## src/rtl/dma_xfer_engine.sv

```systemverilog
// DMA transfer engine: moves LEN words (one read then one write per word)
// over a single-outstanding valid/ready bus master using the register-file
// control, io_address and mem_address values.
//
// Ports:
//   clk, reset         clock; asynchronous active-high reset
//   cfg_control        [0]=start [1]=dir [2]=abort [16+:LEN_WIDTH]=length
//   cfg_io_address     io-side start address
//   cfg_mem_address    memory-side start address
//   req_valid/write/addr/wdata, req_ready   request channel
//   rsp_valid/rdata/err                      read response channel
//   busy               transfer in progress
//   intr_pulse         one-cycle pulse on completion, abort or error
//   status_err         last transfer ended on a read error (sticky)
//   status_abort       last transfer was aborted (sticky)
//   words_done         words written in the current/last transfer
module dma_xfer_engine #(
    parameter int ADDR_WIDTH = 32,
    parameter int DATA_WIDTH = 32,
    parameter int LEN_WIDTH  = 16,
    parameter int ADDR_STEP  = 4
) (
    input  logic                  clk,
    input  logic                  reset,
    input  logic [DATA_WIDTH-1:0] cfg_control,
    input  logic [ADDR_WIDTH-1:0] cfg_io_address,
    input  logic [ADDR_WIDTH-1:0] cfg_mem_address,
    output logic                  req_valid,
    output logic                  req_write,
    output logic [ADDR_WIDTH-1:0] req_addr,
    output logic [DATA_WIDTH-1:0] req_wdata,
    input  logic                  req_ready,
    input  logic                  rsp_valid,
    input  logic [DATA_WIDTH-1:0] rsp_rdata,
    input  logic                  rsp_err,
    output logic                  busy,
    output logic                  intr_pulse,
    output logic                  status_err,
    output logic                  status_abort,
    output logic [LEN_WIDTH-1:0]  words_done
);

    typedef enum logic [2:0] {
        S_IDLE,
        S_RD_REQ,
        S_RD_RSP,
        S_WR_REQ,
        S_DONE
    } state_t;

    localparam logic [ADDR_WIDTH-1:0] STEP = ADDR_WIDTH'(ADDR_STEP);

    state_t                state_q, state_d;
    logic                  start_q, start_d;
    logic                  abort_pend_q, abort_pend_d;
    logic [ADDR_WIDTH-1:0] src_q, src_d;
    logic [ADDR_WIDTH-1:0] dst_q, dst_d;
    logic [LEN_WIDTH-1:0]  len_q, len_d;
    logic [DATA_WIDTH-1:0] data_q, data_d;
    logic [LEN_WIDTH-1:0]  words_done_q, words_done_d;
    logic                  req_valid_q, req_valid_d;
    logic                  req_write_q, req_write_d;
    logic [ADDR_WIDTH-1:0] req_addr_q, req_addr_d;
    logic [DATA_WIDTH-1:0] req_wdata_q, req_wdata_d;
    logic                  busy_q, busy_d;
    logic                  intr_pulse_q, intr_pulse_d;
    logic                  status_err_q, status_err_d;
    logic                  status_abort_q, status_abort_d;

    logic                  start_edge;
    logic                  cfg_dir;
    logic                  cfg_abort;
    logic [LEN_WIDTH-1:0]  cfg_len;
    logic                  abort_now;
    logic                  last_word;
    logic                  unused_cfg;

    assign start_edge = cfg_control[0] & ~start_q;
    assign cfg_dir    = cfg_control[1];
    assign cfg_abort  = cfg_control[2];
    assign cfg_len    = cfg_control[16 +: LEN_WIDTH];
    // Only a handful of control bits carry meaning; fold the rest away.
    assign unused_cfg = ^cfg_control;

    // An abort raised in the very cycle a decision is taken still counts.
    assign abort_now  = abort_pend_q | cfg_abort;
    assign last_word  = (words_done_q + LEN_WIDTH'(1)) == len_q;

    always_comb begin
        state_d        = state_q;
        start_d        = cfg_control[0];
        abort_pend_d   = abort_pend_q;
        src_d          = src_q;
        dst_d          = dst_q;
        len_d          = len_q;
        data_d         = data_q;
        words_done_d   = words_done_q;
        status_err_d   = status_err_q;
        status_abort_d = status_abort_q;

        if (state_q != S_IDLE && cfg_abort) begin
            abort_pend_d = 1'b1;
        end

        case (state_q)
            S_IDLE: begin
                if (start_edge) begin
                    src_d          = cfg_dir ? cfg_mem_address : cfg_io_address;
                    dst_d          = cfg_dir ? cfg_io_address : cfg_mem_address;
                    len_d          = cfg_len;
                    words_done_d   = '0;
                    status_err_d   = 1'b0;
                    status_abort_d = 1'b0;
                    abort_pend_d   = 1'b0;
                    state_d        = (cfg_len != '0) ? S_RD_REQ : S_DONE;
                end
            end
            S_RD_REQ: begin
                if (req_ready) begin
                    state_d = S_RD_RSP;
                end
            end
            S_RD_RSP: begin
                if (rsp_valid) begin
                    if (rsp_err) begin
                        status_err_d   = 1'b1;
                        status_abort_d = abort_now;
                        state_d        = S_DONE;
                    end else begin
                        data_d  = rsp_rdata;
                        state_d = S_WR_REQ;
                    end
                end
            end
            S_WR_REQ: begin
                if (req_ready) begin
                    words_done_d = words_done_q + LEN_WIDTH'(1);
                    src_d        = src_q + STEP;
                    dst_d        = dst_q + STEP;
                    if (last_word || abort_now) begin
                        status_abort_d = abort_now;
                        state_d        = S_DONE;
                    end else begin
                        state_d = S_RD_REQ;
                    end
                end
            end
            S_DONE: begin
                state_d = S_IDLE;
            end
            default: begin
                state_d = S_IDLE;
            end
        endcase

        // Outputs are registered images of the next state, so a request
        // appears the cycle after the edge that decided it.
        busy_d       = state_d != S_IDLE;
        intr_pulse_d = state_d == S_DONE;
        req_valid_d  = (state_d == S_RD_REQ) || (state_d == S_WR_REQ);
        req_write_d  = state_d == S_WR_REQ;
        req_addr_d   = '0;
        req_wdata_d  = '0;
        if (state_d == S_RD_REQ) begin
            req_addr_d = src_d;
        end else if (state_d == S_WR_REQ) begin
            req_addr_d  = dst_d;
            req_wdata_d = data_d;
        end
    end

    always_ff @(posedge clk or posedge reset) begin
        if (reset) begin
            state_q        <= S_IDLE;
            start_q        <= 1'b0;
            abort_pend_q   <= 1'b0;
            src_q          <= '0;
            dst_q          <= '0;
            len_q          <= '0;
            data_q         <= '0;
            words_done_q   <= '0;
            req_valid_q    <= 1'b0;
            req_write_q    <= 1'b0;
            req_addr_q     <= '0;
            req_wdata_q    <= '0;
            busy_q         <= 1'b0;
            intr_pulse_q   <= 1'b0;
            status_err_q   <= 1'b0;
            status_abort_q <= 1'b0;
        end else begin
            state_q        <= state_d;
            start_q        <= start_d;
            abort_pend_q   <= abort_pend_d;
            src_q          <= src_d;
            dst_q          <= dst_d;
            len_q          <= len_d;
            data_q         <= data_d;
            words_done_q   <= words_done_d;
            req_valid_q    <= req_valid_d;
            req_write_q    <= req_write_d;
            req_addr_q     <= req_addr_d;
            req_wdata_q    <= req_wdata_d;
            busy_q         <= busy_d;
            intr_pulse_q   <= intr_pulse_d;
            status_err_q   <= status_err_d;
            status_abort_q <= status_abort_d;
        end
    end

    assign req_valid    = req_valid_q;
    assign req_write    = req_write_q;
    assign req_addr     = req_addr_q;
    assign req_wdata    = req_wdata_q;
    assign busy         = busy_q;
    assign intr_pulse   = intr_pulse_q;
    assign status_err   = status_err_q;
    assign status_abort = status_abort_q;
    assign words_done   = words_done_q;

endmodule

```

## config.mk

```make
export PLATFORM = sky130hd
export DESIGN_NAME = dma_xfer_engine
export DESIGN_NICKNAME = d
export VERILOG_FILES = /design/src/rtl/dma_xfer_engine.sv
export SDC_FILE = /design/constraint.sdc
export NUM_CORES = 1
export LEC_CHECK = 0
export CORE_ASPECT_RATIO = 0.6
export CORE_MARGIN = 2
export CORE_UTILIZATION = 40
export CTS_BUF_LIST = sky130_fd_sc_hd__clkbuf_4 sky130_fd_sc_hd__clkbuf_8
export DETAILED_ROUTE_END_ITERATION = 10
export PLACE_DENSITY = 0.65
export SKIP_CTS_REPAIR_TIMING = 1
export SLEW_MARGIN = 10
export SYNTH_ARGS = -nofsm -noshare
export SYNTH_HDL_FRONTEND = slang
export SYNTH_SLANG_ARGS = --single-unit
```

## constraint.sdc

```tcl
create_clock -name clk -period 8.7 [get_ports clk]
set_clock_uncertainty 0.2 [all_clocks]
set_input_delay 1.74 -clock clk [delete_from_list [all_inputs] [get_ports clk]]
set_output_delay 1.74 -clock clk [all_outputs]
set_load 0.05 [all_outputs]
```

==> impl_metrics.toml, run 1 <==
[finish]
layout-drive-gt1-share_pct = 10.10
final_cell_mix = "clkdlybuf4s50_1, dfrtp_1, nand2_1"
fin_nets = 1362
final_common_cell = "clkdlybuf4s50_1"
num_antenna_cells = 0
syn_to_final_growth_pct = 29.35
fillers = 2266
post-route-cell-area_mm2 = 0.01320

[detailed_routing]
ant_nets = 0
num_vias = 8938
drcViolationCount = 0
wl_mm = 31.30
drt_iter0_markers = 859
vias_per_cell = 5.671
wire_per_inst_um = 19.86
first_pass_iters = 5

[timing]
grt_setup_unrepaired = "no"
drv_slew = 0
worst_slack_ns = 3.903
hold_viol_final = 0
period_share_pct = 55.14
fmax_mhz = 208.5
relSlewSlack_pct = 16.89
worstMarginPinSlew_ns = 1.237
setup_viol = 0
period_minus_slack_ns = 4.797
fin_setup_tns_ns = 0
holdWs_ns = 0.2916

[critical_path]
crit_top_cell = "nor3_1"
slowest_stage = "nor3_1"
slowest_delay_ns = 0.85
end_kind = "flip-flop"
crit_required_ns = 8.98
path_class = "in2reg"
cp_top_family = "simple AND/OR/NAND/NOR gates"
arrival_ns = 5.07
path_buf_inv = 1
start_kind = "input port"
path_cells = "clkdlybuf4s50_1 -> nand4_1 -> nor3_1 -> nand3_1 -> or4_1 -> a21oi_1 -> nor3_1 -> nor3_1"
path_max_fanout = 14

[placement]
portBuffers = 205
post-place-ws_ns = 3.464
hpwl_mm = 21.16
placed_cell_area_mm2 = 0.01250
gp_congestion = 0.8813

[logic_synthesis]
synth_area_leader_cell = "dfrtp_1"
async_reset_ff_share_pct = 100.0
ys_types = 60
synthTopCellsByArea = "dfrtp_1, mux2i_1, nand2_1, mux2_2, o21ai_0"
syn-num-nets = 1177
synth_seq_cells = 203
syn_area_per_cell_um2 = 9.804
synth_edf_count = 0
netlist_area_mm2 = 0.01021
ys.flop_type = "dfrtp_1"
syn_inst = 1041
yosysWarningCount = 0
synth_top_area_share_pct = 49.77
ys_seq_area_share_pct = 49.77

[outcome]
outcome = "complete, no violations"

[clocking]
cts_inserted_buffers = 31
clock_sinks = 203
root_buffer = "clkbuf_8"
cts_max_level = 1
clk_pin_slew_worst_paths_ns = 0.07
clock_latency_ns = 0.57
cts_buffer_depth = 3
cts_tree = "done"

[power]
p_per_area_mw_per_mm2 = 314.1
leakagePower_nw = 5.854
peakVddDrop_mv = 0.1557

[grt]
grt.total_usage_pct = 23.17
grt_max_degree = 135
antenna_found_initial = 0
grt_first_pass_wirelength_mm = 48.74
overflow = 0
first_global_vias = 8331

[min_path]
min_path_type = "reg2reg"

[die]
coreArea_mm2 = 0.02517
pin_count = 219
die_x_um = 210.2
die_area_mm2 = 0.02685
std_cell_rows = 45
die_h_um = 127.7
floorplan.initialDensity_pct = 40.55

[run]
drv_cap = 0
==> report_power, final <==
part / internal [mW] / switching [mW]
Sequential: 1.29 / 0.244
Clock: 0.504 / 0.386
Combinational: 0.615 / 1.10
Total: 2.41 / 1.73
==> registers in the layout, summed over array words and instances, names as in the netlist <==
register	count
abort_pend_q	1
busy	1
data_q	32
dst_q	32
intr_pulse	1
len_q	16
req_addr	32
req_valid	1
req_wdata	32
req_write	1
src_q	32
start_q	1
state_q	3
status_abort	1
status_err	1
words_done	16
==> area by class of cell <==
| cell class | count | area (um^2) | area share, % |
|---|---|---|---|
| sequential | 203 | 5080 | 38.48 |
| clock buffer | 46 | 608.1 | 4.606 |
| timing repair buffer | 217 | 2140 | 16.21 |
| clock inverter | 8 | 92.59 | 0.7014 |
| inverter | 22 | 92.59 | 0.7014 |
| tap | 329 | 411.6 | 3.118 |
| multi-input combinational | 751 | 4777 | 36.19 |
==> worst paths after layout <==
check | end | slack (ns) | cells past startpoint | startpoint
setup / recovery | req_addr[31] | 3.90 | 8 | req_ready
hold / removal | data_q[17] | 0.29 | 1 | data_q[17]
setup reg to reg | req_wdata[15] | 4.23 | 9 | words_done[0]
hold reg to reg | data_q[17] | 0.29 | 1 | data_q[17]
max in group asynchronous | dst_q[9] | 5.24 | 3 | reset
min in group asynchronous | req_wdata[17] | 1.58 | 2 | reset
==> logic make-up (layout without fill, tap and decap cells) <==
group                      after synthesis  count (layout)  synth area share [%]
and+or+nand+nor                        388             388                 18.63
buffers and inverters                   87             293                 3.567
DFF                                    203             203                 49.77
AOI/OAI and AO/OA                      234             234                 15.01
muxes                                  105             105                 10.85
adders and majority gates                3               3                0.3678
xor gates and xnor gates                21              21                 1.802
==> metrics by stage <==
| stage | cells | power (mW) | util [%] |
|---|---|---|---|
| 4_1_cts | 1576 | 4.157 | 52.45 |
| 2_1_floorplan | 1041 | 2.673 | - |
| 6_report | 1576 | 4.147 | 52.45 |
| 5_1_grt | 1576 | 4.397 | 52.45 |
| 3_5_place_dp | 1522 | 3.248 | 49.67 |
| 3_3_place_gp | 1522 | 3.224 | 49.67 |
==> synth_stat cells, types with 6 or more instances <==
library cell and instances:
nor3_1 21, o311ai_0 6, clkbuf_1 47, a21oi_1 46, nand2_1 136, mux2i_1 60
a211oi_1 8, a31oi_1 19, o211ai_1 11, nor2b_1 6, nor4_1 14, o32a_1 6
and3_1 51, nor3b_1 6, o211a_1 7, buf_2 7, nand3_1 30, o221ai_1 7
o22ai_1 13, inv_1 20, xor2_1 11, xnor2_1 10, or4_1 6, nor2_1 69
dfrtp_1 203, buf_1 7, mux2_2 45, nand4_1 19, o21ai_0 69, nand2b_1 7
o31ai_1 9
==> metal layers <==
metal / GRT usage (%) / wire [um] / up-vias
met5: 0 / 0 / -
li1: - / - / 4182
met2: 31.09 / 12410 / 373
met4: 3.755 / 366 / 0
met1: 37.99 / 15930 / 4351
met3: 4.851 / 2585 / 32
Note: power is estimated with default switching activity, not from simulation.
==> inputs of run 2 (changes only) <==
--- a/config.mk
+++ b/config.mk
@@ -10,7 +10,7 @@
 export CORE_UTILIZATION = 40
 export CTS_BUF_LIST = sky130_fd_sc_hd__clkbuf_4 sky130_fd_sc_hd__clkbuf_8
 export DETAILED_ROUTE_END_ITERATION = 10
-export PLACE_DENSITY = 0.65
+export PLACE_DENSITY = 0.68
 export SKIP_CTS_REPAIR_TIMING = 1
 export SLEW_MARGIN = 10
 export SYNTH_ARGS = -nofsm -noshare
==> constraint.sdc (replaced) <==
create_clock -name clk -period 3.9 [get_ports clk]
set_clock_uncertainty 0.2 [all_clocks]
set_input_delay 0.78 -clock clk [delete_from_list [all_inputs] [get_ports clk]]
set_output_delay 0.78 -clock clk [all_outputs]
set_load 0.05 [all_outputs]
==> run 2 against run 1 <==
Utilization up 1.1 points. Non-clock buffer count rose by 29. Global-route usage is 0.15 points higher. Largest power group unchanged. Die area stayed put. Highest routed layer unchanged. Final area up 2.0%.
==> impl_metrics.toml, run 2 (synthesis results as in run 1) <==
[outcome]
outcome = "complete, no violations"

[timing]
fmax_mhz = 278.7
worstMarginPinSlew_ns = 0.9447
relSlewSlack_pct = 36.44
holdWs_ns = 0.2900
period_minus_slack_ns = 3.589
drv_slew = 0
hold_viol_final = 0
setup_viol = 0
period_share_pct = 92.02
fin_setup_tns_ns = 0
grt_setup_unrepaired = "no"
worst_slack_ns = 0.3113

[power]
leakagePower_nw = 6.019
p_per_area_mw_per_mm2 = 693.4
peakVddDrop_mv = 0.3331
power.total_mw = 9.340

[clocking]
clock_sinks = 203
cts_buffer_depth = 3
cts_inserted_buffers = 35
cts_tree = "done"
clock_latency_ns = 0.53
root_buffer = "clkbuf_8"
clk_pin_slew_worst_paths_ns = 0.06
cts_max_level = 2

[die]
coreArea_mm2 = 0.02517
die_h_um = 127.7
die_area_mm2 = 0.02685
die_x_um = 210.2
pin_count = 219
std_cell_rows = 45
floorplan.initialDensity_pct = 40.55

[finish]
post-route-cell-area_mm2 = 0.01347
syn_to_final_growth_pct = 31.97
post-route-util_pct = 53.52
fin_nets = 1395
num_antenna_cells = 0
final_common_cell = "clkdlybuf4s50_1"
final_cell_mix = "clkdlybuf4s50_1, dfrtp_1, nand2_1"
finalNonFillerCells = 1608
layout-drive-gt1-share_pct = 12.43
fillers = 2282

[critical_path]
slowest_stage = "or4_1"
start_kind = "flip-flop"
rr_endpoint = "req_wdata[27]"
arrival_ns = 3.78
path_cells = "nand4_1 -> or4_1 -> xnor2_1 -> or4_1 -> a2111oi_2 -> o21a_1 -> inv_4 -> and3_1"
end_kind = "flip-flop"
crit_required_ns = 4.10
path_class = "reg2reg"
worst-r2r-cell-count = 8
slowest_delay_ns = 0.61
crit_top_cell = "or4_1"
path_max_fanout = 35
r2r_slack_ns = 0.31
r2r-start = "words_done[5]"

[detailed_routing]
vias_per_cell = 5.621
wl_mm = 31.49
ant_nets = 0
num_vias = 9039
drt_iter0_markers = 910
drcViolationCount = 0
wire_per_inst_um = 19.58
first_pass_iters = 5

[min_path]
min_to = "data_q[15]"
hp-start = "data_q[15]"
min_path_type = "reg2reg"
whs_path_depth = 1

[grt]
first_global_vias = 8498
grt_max_degree = 113
grt_first_pass_wirelength_mm = 49.20
antenna_found_initial = 0
overflow = 0
grt.total_usage_pct = 23.32

[placement]
placed_cell_area_mm2 = 0.01276
portBuffers = 205
hpwl_mm = 21.70
dp_cells = 1551
post-place-ws_ns = 0.3029
gp_congestion = 0.8992

[run]
drv_cap = 0
-- run 2: worst max-delay path, delay by kind of cell, from the launching register on --
kind / cells / cell delay, ns
AOI/OAI and AO/OA: 2 / 0.64
xor gates and xnor gates: 1 / 0.18
buffers and inverters: 1 / 0.19
DFF: 1 / 0.54
and+or+nand+nor: 4 / 1.70
-- run 2: final cells by class --
type | instances | area, um^2 | area share, %
Multi-Input combinational cell | 751 | 4780 | 35.49
Clock inverter | 8 | 71.32 | 0.5295
Inverter | 22 | 88.84 | 0.6595
Sequential cell | 203 | 5080 | 37.71
Clock buffer | 49 | 630.6 | 4.682
Tap cell | 329 | 411.6 | 3.056
Timing Repair Buffer | 246 | 2407 | 17.87
-- run 2: where the power goes --
| group | total, mW | internal [mW] | switching, mW |
|---|---|---|---|
| Combinational | 3.92 | 1.43 | 2.49 |
| Clock | 1.99 | 1.11 | 0.882 |
| Sequential | 3.43 | 2.89 | 0.545 |
| Total | 9.34 | 5.42 | 3.92 |
-- run 2: how the worst max path moves through the flow --
stage	slack, ns	endpoint	from
3_3_place_gp	0.37	req_addr[3]	req_ready
5_1_grt	0.22	req_wdata[26]	words_done[5]
6_report	0.31	req_wdata[27]	words_done[5]
3_5_place_dp	0.30	req_addr[3]	req_ready
2_1_floorplan	0.29	abort_pend_q	reset
4_1_cts	0.36	req_wdata[27]	words_done[5]
-- run 2: layer usage --
metal	track usage [%]	share of wire, %	vias up
li1	-	-	4249
met1	38.33	52	4397
met2	31.34	40	367
met3	4.459	7.4	26
met4	4.172	0.87	0
met5	0	0	-
